$ cat config.mk
export PLATFORM = sky130hd
export DESIGN_NAME = btn_conditioner
export DESIGN_NICKNAME = d
export VERILOG_FILES = /design/src/rtl/btn_pkg.sv /design/src/rtl/btn_debounce.sv /design/src/rtl/btn_conditioner.sv
export SDC_FILE = /design/constraint.sdc
export NUM_CORES = 1
export LEC_CHECK = 0
export CAP_MARGIN = 20
export CORE_UTILIZATION = 35
export CTS_CLUSTER_DIAMETER = 120
export DETAILED_ROUTE_END_ITERATION = 10
export GPL_TIMING_DRIVEN = 0
export PLACE_DENSITY = 0.53
export SLEW_MARGIN = 20
export SYNTH_ARGS = -nofsm -noshare
export SYNTH_HDL_FRONTEND = slang
export SYNTH_SLANG_ARGS = --single-unit
$ cat constraint.sdc
create_clock -name clk -period 1.8 [get_ports clk]
set_input_delay 0.18 -clock clk [delete_from_list [all_inputs] [get_ports clk]]
set_output_delay 0.18 -clock clk [all_outputs]
set_load 0.01 [all_outputs]
$ cat src/rtl/btn_pkg.sv
// Shared definitions for the pushbutton conditioner.
// Holds the per-channel debounce state encoding, the button bit indices
// and the default debounce parameters.
package btn_pkg;

  typedef enum logic [1:0] {
    ST_IDLE = 2'd0,  // stable low
    ST_ARM  = 2'd1,  // qualifying a press
    ST_HELD = 2'd2,  // stable high
    ST_REL  = 2'd3   // qualifying a release
  } deb_state_e;

  localparam int NUM_BTN = 5;
  localparam int BTN_RST = 0;
  localparam int BTN_U   = 1;
  localparam int BTN_R   = 2;
  localparam int BTN_D   = 3;
  localparam int BTN_L   = 4;

  // 10 ms at 100 MHz
  localparam int DEB_CYCLES_DEF = 1000000;
  localparam int CNT_W_DEF      = 20;

endpackage

$ cat src/rtl/btn_debounce.sv
// Single-channel button debouncer.
// Two-flop synchronizer feeding a 4-state qualify FSM with a saturating
// stable-sample counter.
// Ports:
//   clk       - system clock, rising edge
//   reset     - synchronous active-high reset
//   raw_i     - asynchronous bouncing button input
//   press_o   - combinational: press qualifies on this edge (ARM -> HELD)
//   lvl_nxt_o - combinational: debounced level the channel takes after
//               this edge, so a registered copy tracks HELD/REL exactly
module btn_debounce
  import btn_pkg::*;
#(
  parameter int DEB_CYCLES = DEB_CYCLES_DEF,
  parameter int CNT_W      = CNT_W_DEF
) (
  input  logic clk,
  input  logic reset,
  input  logic raw_i,
  output logic press_o,
  output logic lvl_nxt_o
);

  localparam logic [CNT_W-1:0] CNT_LAST = CNT_W'(DEB_CYCLES - 1);

  logic [1:0]       sync_q, sync_d;
  deb_state_e       state_q, state_d;
  logic [CNT_W-1:0] cnt_q, cnt_d;
  logic             in_s;

  assign sync_d = {sync_q[0], raw_i};
  assign in_s   = sync_q[1];

  always_ff @(posedge clk) begin
    if (reset) begin
      sync_q  <= '0;
      state_q <= ST_IDLE;
      cnt_q   <= '0;
    end else begin
      sync_q  <= sync_d;
      state_q <= state_d;
      cnt_q   <= cnt_d;
    end
  end

  // The counter only advances while strictly below CNT_LAST; reaching it
  // always leaves ARM/REL, so it never wraps.
  always_comb begin
    state_d = state_q;
    cnt_d   = cnt_q;
    press_o = 1'b0;
    unique case (state_q)
      ST_IDLE: begin
        if (in_s) begin
          state_d = ST_ARM;
          cnt_d   = '0;
        end
      end
      ST_ARM: begin
        if (!in_s) begin
          state_d = ST_IDLE;
        end else if (cnt_q == CNT_LAST) begin
          state_d = ST_HELD;
          press_o = 1'b1;
        end else begin
          cnt_d = cnt_q + 1'b1;
        end
      end
      ST_HELD: begin
        if (!in_s) begin
          state_d = ST_REL;
          cnt_d   = '0;
        end
      end
      ST_REL: begin
        if (in_s) begin
          state_d = ST_HELD;
        end else if (cnt_q == CNT_LAST) begin
          state_d = ST_IDLE;
        end else begin
          cnt_d = cnt_q + 1'b1;
        end
      end
      default: state_d = ST_IDLE;
    endcase
  end

  assign lvl_nxt_o = (state_d == ST_HELD) || (state_d == ST_REL);

endmodule

$ cat src/rtl/btn_conditioner.sv
// Five-button conditioner: per-button debounce, lowest-index press
// arbitration and registered outputs.
// Ports:
//   clk     - system clock, rising edge
//   reset   - synchronous active-high reset
//   btn_raw - raw buttons {bl, bd, br, bu, rst-request}
//   btn_p   - registered single-cycle press pulses, one-hot or zero
//   btn_lvl - registered debounced level per button
module btn_conditioner
  import btn_pkg::*;
#(
  parameter int DEB_CYCLES = DEB_CYCLES_DEF,
  parameter int CNT_W      = CNT_W_DEF
) (
  input  logic                 clk,
  input  logic                 reset,
  input  logic [NUM_BTN-1:0]   btn_raw,
  output logic [NUM_BTN-1:0]   btn_p,
  output logic [NUM_BTN-1:0]   btn_lvl
);

  logic [NUM_BTN-1:0] press;
  logic [NUM_BTN-1:0] lvl_nxt;
  logic [NUM_BTN-1:0] btn_p_q, btn_p_d;
  logic [NUM_BTN-1:0] btn_lvl_q, btn_lvl_d;

  for (genvar i = 0; i < NUM_BTN; i++) begin : g_ch
    btn_debounce #(
      .DEB_CYCLES (DEB_CYCLES),
      .CNT_W      (CNT_W)
    ) u_deb (
      .clk       (clk),
      .reset     (reset),
      .raw_i     (btn_raw[i]),
      .press_o   (press[i]),
      .lvl_nxt_o (lvl_nxt[i])
    );
  end

  // Isolate lowest set bit; losing channels still go to HELD inside
  // their debouncer, so their press is simply dropped.
  always_comb begin
    btn_p_d   = press & (~press + NUM_BTN'(1));
    btn_lvl_d = lvl_nxt;
  end

  always_ff @(posedge clk) begin
    if (reset) begin
      btn_p_q   <= '0;
      btn_lvl_q <= '0;
    end else begin
      btn_p_q   <= btn_p_d;
      btn_lvl_q <= btn_lvl_d;
    end
  end

  assign btn_p   = btn_p_q;
  assign btn_lvl = btn_lvl_q;

endmodule
==> flow_metrics.tcl <==
set metrics [dict create \
    path_cells "or4_4 > or4_4 > o21ai_4 > buf_6 > o211ai_1 > o41ai_1" \
    status "finished with violations" \
    root_buffer "clkbuf_16" \
    grt_pass1_wl_um 24970 \
    cts_tree "yes" \
    hold_violations 0 \
    gp_congestion 0.8196 \
    post_synth.cell_area_avg_um2 8.628 \
    cts_sinks 130 \
    drive_above_1_share_pct 20.93 \
    routed_wl_um 14940 \
    critical_path_class "register to register" \
    rsz0062_at_grt "true" \
    tns_ns -3.556 \
    rr_worst_depth 6 \
    dr.pass1.iters 4 \
    yosysTopAreaCell "dfxtp_1" \
    crit_path_frequent_cell "or4_4" \
    grt_overflow 0 \
    clkSlewWorstSetupHoldPaths_ns 0.06 \
    worstHoldPathCells 2 \
    numCtsBuffers 17 \
    yosysWarningCount 0 \
    start_util_pct 36.22 \
    grt_max_degree 17 \
    core-area_um2 16700 \
    worst-endpoint-required_ns 2.11 \
    worstPathMaxFanout 5 \
    area_delta_synth_final_pct 30.00 \
    post_drt_wl_per_cell_um 15.03 \
    setup.worst_path.start_class "register" \
    post_drt_via_cell_ratio 5.380 \
    synth.yosys.seq_area_share_pct 43.03 \
    slew-limit-headroom_pct 50.41 \
    synth_edf_count 0 \
    tightest_slew_ns 0.7402 \
    cpPeakStageDelay_ns 0.54 \
    ir_drop_mv 0.6348 \
    finalSetupViolCount 18 \
    hold_buffers 0 \
    num_vias 5348 \
    synth_nets 713 \
    die_width_um 133.5 \
    cts_htree_levels 4 \
    finClkSkew_ns 0.007946 \
    timing.final.ws_setup_ns -0.2473 \
    slowest_stage "or4_4" \
    io_pins 17 \
    die_h_um 133.5 \
    syn_area_um2 6048 \
    clockBufferDepth 2 \
    io_buffers 16 \
    min_period_ns 2.047 \
    synth_top_area_share_pct 43.03 \
    powerDensity_nw_per_um2 883.8 \
    ys_seq_elements 130 \
    antenna_found_initial 0 \
    period_share_pct 113.7 \
    hold_path_class "input port to register" \
    track_usage_pct 17.49 \
    cp.arrival_ns 2.36 \
    drtIter0Drc 289 \
    grt_pass1_vias 5056 \
    diodes 0 \
    synthTopCellsByArea "dfxtp_1, xor2_1, nor2_1" \
    hpwl_um 9727 \
    async_flop_share_pct 0 \
    leakage_nw 2.628 \
    max_freq_mhz 488.5 \
    clkLatencyLatePin_ns 0.42 \
    endpoint_kind "register" \
    die_area_um2 17810 \
    rows 47 \
    maxSlewViolCount 0 \
    violations "negative setup slack" \
    netlist-cell-type-count 68 \
    cap_viol_max_count 0 \
    final_util_pct 47.08 \
    postRouteAntennaNets 0 \
    synthCells 701 \
    drc 0 \
    ys.flop_type "dfxtp_1" \
    nets 773 \
]
[repair_timing]
item                       CTS  global route
setup buffers               11            15
gates resized for setup     50            61
gates cloned                 2             0
pin swaps                   18            23
setup endpoints to repair  103           102
[path summary, 6_finish.rpt]
| check | start | to | slack [ns] |
|---|---|---|---|
| worst max register to register | g_ch[3].u_deb.cnt_q[10] | g_ch[3].u_deb.cnt_q[3] | -0.25 |
| worst max-delay path | g_ch[3].u_deb.cnt_q[10] | g_ch[3].u_deb.cnt_q[3] | -0.25 |
| worst min-delay path | btn_raw[3] | g_ch[3].u_deb.sync_q[0] | 0.31 |
| worst min register to register | g_ch[3].u_deb.sync_q[0] | g_ch[3].u_deb.sync_q[1] | 0.44 |
[stage by stage]
| step | setup WS (ns) | instance area [µm²] | power [mW] | hold WS (ns) | instances |
|---|---|---|---|---|---|
| after floorplan | -0.1498 | 6098 | 3.073 | 0.3082 | 701 |
| after global placement | -0.6258 | 6534 | 3.138 | 0.4223 | 937 |
| after detailed placement | -0.6277 | 6534 | 3.140 | 0.4280 | 937 |
| after CTS | -0.2472 | 7491 | 7.016 | 0.3033 | 980 |
| after global routing | -0.2993 | 7863 | 7.191 | 0.3116 | 994 |
| final | -0.2473 | 7863 | 6.949 | 0.3150 | 994 |
[state kept, by name, summed over array words and instances (netlist names)]
register	count
g_ch.u_deb.sync_q	10
g_ch.u_deb.cnt_q	100
btn_p	5
btn_lvl	5
g_ch.u_deb.state_q	10
[synth_stat cells, types with 7 or more instances]
cell      count
nor2_1       93
nor3_1       18
xnor2_1      25
xor2_1       44
clkbuf_1     15
a21oi_1      30
o21ai_0      21
and4_1        7
nor4_1       15
dfxtp_1     130
inv_1        17
nand4_1      26
nor2b_1      10
nand3b_1      7
and3_1       16
nand3_1      52
nand2_1      52
[report_power, final]
group / switching (mW) / internal, mW
clock: 1.25 / 2.60
sequential: 0.0161 / 2.89
combinational: 0.132 / 0.0646
total: 1.40 / 5.55
[per-layer routing]
layer | routed length (µm) | vias to the layer above | GRT usage (%)
li1 | - | 2654 | -
met1 | 6872 | 2595 | 22.18
met2 | 7321 | 80 | 28.21
met3 | 476 | 19 | 4.604
met4 | 273 | 0 | 6.944
met5 | 0 | - | 0
[critical path: cells and delay by family (launching register included)]
family	cells	cell delay [ns]
and+or+nand+nor	2	1.05
DFF	1	0.34
buffers and inverters	1	0.16
AOI/OAI and AO/OA	3	0.39
[final cells by class]
class | count | area, µm²
timing repair buffer | 43 | 390.4
sequential | 130 | 2644
inverter | 18 | 67.56
fill | 1582 | 8838
tap | 220 | 275.3
clock inverter | 9 | 175.2
buffer | 17 | 103.9
multi-input combinational | 534 | 3719
clock buffer | 23 | 488.0
[cell families after synthesis]
family,Yosys count,share of synthesized area (%)
buffers and inverters,38,2.834
and+or+nand+nor,350,30.82
DFF,130,43.03
muxes,2,0.3310
xor gates and xnor gates,69,9.992
adders and majority gates,5,1.034
AOI/OAI and AO/OA,107,11.96
[cell usage in the layout, fill, tap and decap left out, drive strengths merged, types with 3 or more instances in the layout]
master,instances
a21oi,35
nor3,18
and3,16
nand3,52
o41ai,6
clkbuf,37
nand4,26
a31oi,3
nor4,16
nor2b,10
nor2,93
xnor2,25
o21ai,29
or4,9
inv,17
nand2b,6
or2,3
clkinv,3
nand3b,7
nand2,52
or3,7
ha,5
buf,30
and4,7
nor4b,6
bufinv,5
o31ai,6
o211ai,6
dfxtp,130
clkdlybuf4s50,16
xor2,44
and2,5
nor4bb,6
Note: power is estimated with default switching activity, not from simulation.
==> RTL change, RTL diff (same settings) <==
Compare `cnt_q` against `CNT_LAST` with >= in place of ==.
--- a/src/rtl/btn_debounce.sv
+++ b/src/rtl/btn_debounce.sv
@@ -76,5 +76,5 @@
         if (in_s) begin
           state_d = ST_HELD;
-        end else if (cnt_q == CNT_LAST) begin
+        end else if (cnt_q >= CNT_LAST) begin
           state_d = ST_IDLE;
         end else begin
Function: same outputs for any inputs over 10 cycles, from zero or initial values and one cycle with reset high; that may be too few to reach the edited logic, so the function may still have changed.
==> RTL change against the unedited design <==
- the flow still finishes with violations (negative setup slack)
- area after synthesis is 4.2% higher
- cell area is 21% higher
- sequential cell count stayed put
- setup slack worse by 0.19 ns
- total power is 6.3% lower
- hold slack better by 0.047 ns
- core utilization is 7.4 points higher
- clock power is 13% lower
- routed wire length is 21% higher
- critical path type unchanged
- largest power group unchanged
==> RTL change: results (changes against the unedited design) <==
- Grt met2 use: 30.6% (+2.4 points)
- Top cells by count, synth: dfxtp_1, nor2_1, a21oi_1
- Initial DRC count: 320 (+11%)
- WL met2: 9020 um (+23%)
- Vias in the first global route: 5753 (+14%)
- Worst hold slack: 0.362 ns (+0.0471 ns)
- Syn Nets: 768 (+7.7%)
- Reg2Reg Capture Point: g_ch[2].u_deb.cnt_q[15]$_SDFFE_PP0P_
- Setup bufs post-CTS: 51 (+40)
- Synth cell types: 64 (-5.9%)
- Top cells by area, synth: dfxtp_1, xnor2_1, nor2_1, a21oi_1, nand3_1
- Half-perimeter wire length after placement: 10600 um (+8.9%)
- Setup Skew: 0.00785 ns (-0.0000920 ns)
- FF-to-FF Start: g_ch[2].u_deb.cnt_q[11]$_SDFFE_PP0P_
- Sequential area share after synthesis: 41.3% (-1.7 points)
- Skew-Pair Late Insertion Delay: 0.43 ns
- GRT Util Overall: 19.1% (+1.6 points)
- Sum Neg Setup Slack: -25.73 ns (-22.17 ns)
- HP Class: in2reg
- Post-cts sizing count: 166 (+230%)
- Number of antenna violations at the first check in global routing: 0 (unchanged)
- Fraction of registers with async set or reset after synthesis: 0% (unchanged)
- Endpoints failing setup: 107 (+89)
- Syn avg cell area: 8.34 sq um (-3.4%)
- Share of layout cells above drive strength 1: 40.9% (+20 points)
- Clock slew at reported path FFs: 0.06 ns (about the same)
- Pin count of the biggest net entering global routing: 17 (unchanged)
- Placed insts: 997 (+6.4%)
- Met3 wire len: 541 um (+14%)
- Final Wtd Congestion: 0.797 (-2.8%)
- DRT Wirelength: 18100 um (+21%)
- Met1 wire length: 8220 um (+20%)
- Routing usage on met3: 4.96% (+0.35 points)
- Worst slew pin tran: 0.675 ns (-0.0651 ns)
- Slowest CP cell: or4_4
- Reg2Reg Depth: 8 (+2)
- DR vias/cell: 5.41 (+0.48%)
- 1st-pass router iterations: 5 (+1)
- Global-route wire length before repair: 27600 um (+10%)
- CP arrival: 2.61 ns (+0.25 ns)
- Regs by FF count: g_ch.u_deb.cnt_q x100, g_ch.u_deb.state_q x10, g_ch.u_deb.sync_q x10
- NumNets Final: 886 (+15%)
- Peak VDD IR: 0.696 mV (+9.7%)
- Number of H-tree levels: 4 (unchanged)
- PnR worst setup slack: -0.433 ns (-0.185 ns)
- Failing checks: negative setup slack
- Grt met1 use: 24.1% (+2.0 points)
- Max layer used: met4
- Outcome: complete, but fails checks
- Critical-path maximum fanout: 6 (+1)
- Static leakage: 3.21 nW (+22%)
- Post-DP Area: 0.00704 sq mm (+7.8%)
- Max stage delay on crit path: 0.57 ns (+0.03 ns)
- Routed via count: 6001 (+12%)
- P_int: 5.11 mW (-7.9%)
[RTL change: changes by cell type in the layout (fill, tap and decap cells not counted), moves of 10 or more]
cell,delta
xor2_1,-30
buf_4,+29
buf_6,+27
a21oi_2,+25
xnor2_1,+25
dfxtp_1,-14
dfxtp_2,+14
nand3_1,-14
nor3_1,-11
o21ai_0,-11
nand3_2,+10
nor4_1,-10
[RTL change: through the flow]
stage / setup slack [ns] / util [%]
5_1_grt: -0.493 / 54.5
6_report: -0.433 / 54.5
4_1_cts: -0.433 / 49.5
3_3_place_gp: -0.720 / 40.4
2_1_floorplan: -0.377 / -
3_5_place_dp: -0.758 / 40.4
[RTL change: layout make-up]
cell class	instances	area, sq um
Buffer	25	185
Clock buffer	24	482
Clock inverter	6	80.1
Fill cell	1498	7930
Inverter	20	75.1
Multi-Input combinational cell	576	4690
Sequential cell	130	2660
Tap cell	225	282
Timing Repair Buffer	104	1030
[RTL change: critical path: cells and delay by family (launching register included)]
kind	cells	cell delay [ns]
and+or+nand+nor	3	1.08
AOI/OAI and AO/OA	3	0.53
buffers and inverters	2	0.25
DFF	1	0.32
[RTL change: power by group through the flow]
stage / combinational [mW] / clock (mW) / sequential, mW
6_report: 0.271 / 3.34 / 2.90
5_1_grt: 0.293 / 3.55 / 2.90
4_1_cts: 0.235 / 3.41 / 2.90
3_3_place_gp: 0.191 / 0 / 2.97
3_5_place_dp: 0.192 / 0 / 2.97
2_1_floorplan: 0.127 / 0 / 2.96
[RTL change: cells by family (layout without fill, tap and decap cells)]
kind of cell,Yosys count,in the layout,share of synthesized area [%]
compound gates,148,148,16.0
xor+xnor,63,63,8.76
flops,130,130,41.3
fa+ha+maj,5,5,0.993
buf+inv,50,179,3.18
mux,6,6,0.973
simple gates,354,354,28.8
[RTL change: worst max-delay path by stage]
stage,start,to,slack (ns),cells past startpoint
2_1_floorplan,g_ch[4].u_deb.cnt_q[10]$_SDFFE_PP0P_,g_ch[4].u_deb.cnt_q[10]$_SDFFE_PP0P_,-0.38,7
6_report,g_ch[2].u_deb.cnt_q[11]$_SDFFE_PP0P_,g_ch[2].u_deb.cnt_q[15]$_SDFFE_PP0P_,-0.43,8
4_1_cts,g_ch[2].u_deb.cnt_q[10]$_SDFFE_PP0P_,g_ch[2].u_deb.cnt_q[17]$_SDFFE_PP0P_,-0.43,7
5_1_grt,g_ch[2].u_deb.cnt_q[11]$_SDFFE_PP0P_,g_ch[2].u_deb.cnt_q[15]$_SDFFE_PP0P_,-0.49,8
3_5_place_dp,g_ch[4].u_deb.cnt_q[2]$_SDFFE_PP0P_,g_ch[4].u_deb.cnt_q[10]$_SDFFE_PP0P_,-0.76,8
3_3_place_gp,g_ch[4].u_deb.cnt_q[2]$_SDFFE_PP0P_,g_ch[4].u_deb.cnt_q[10]$_SDFFE_PP0P_,-0.72,8
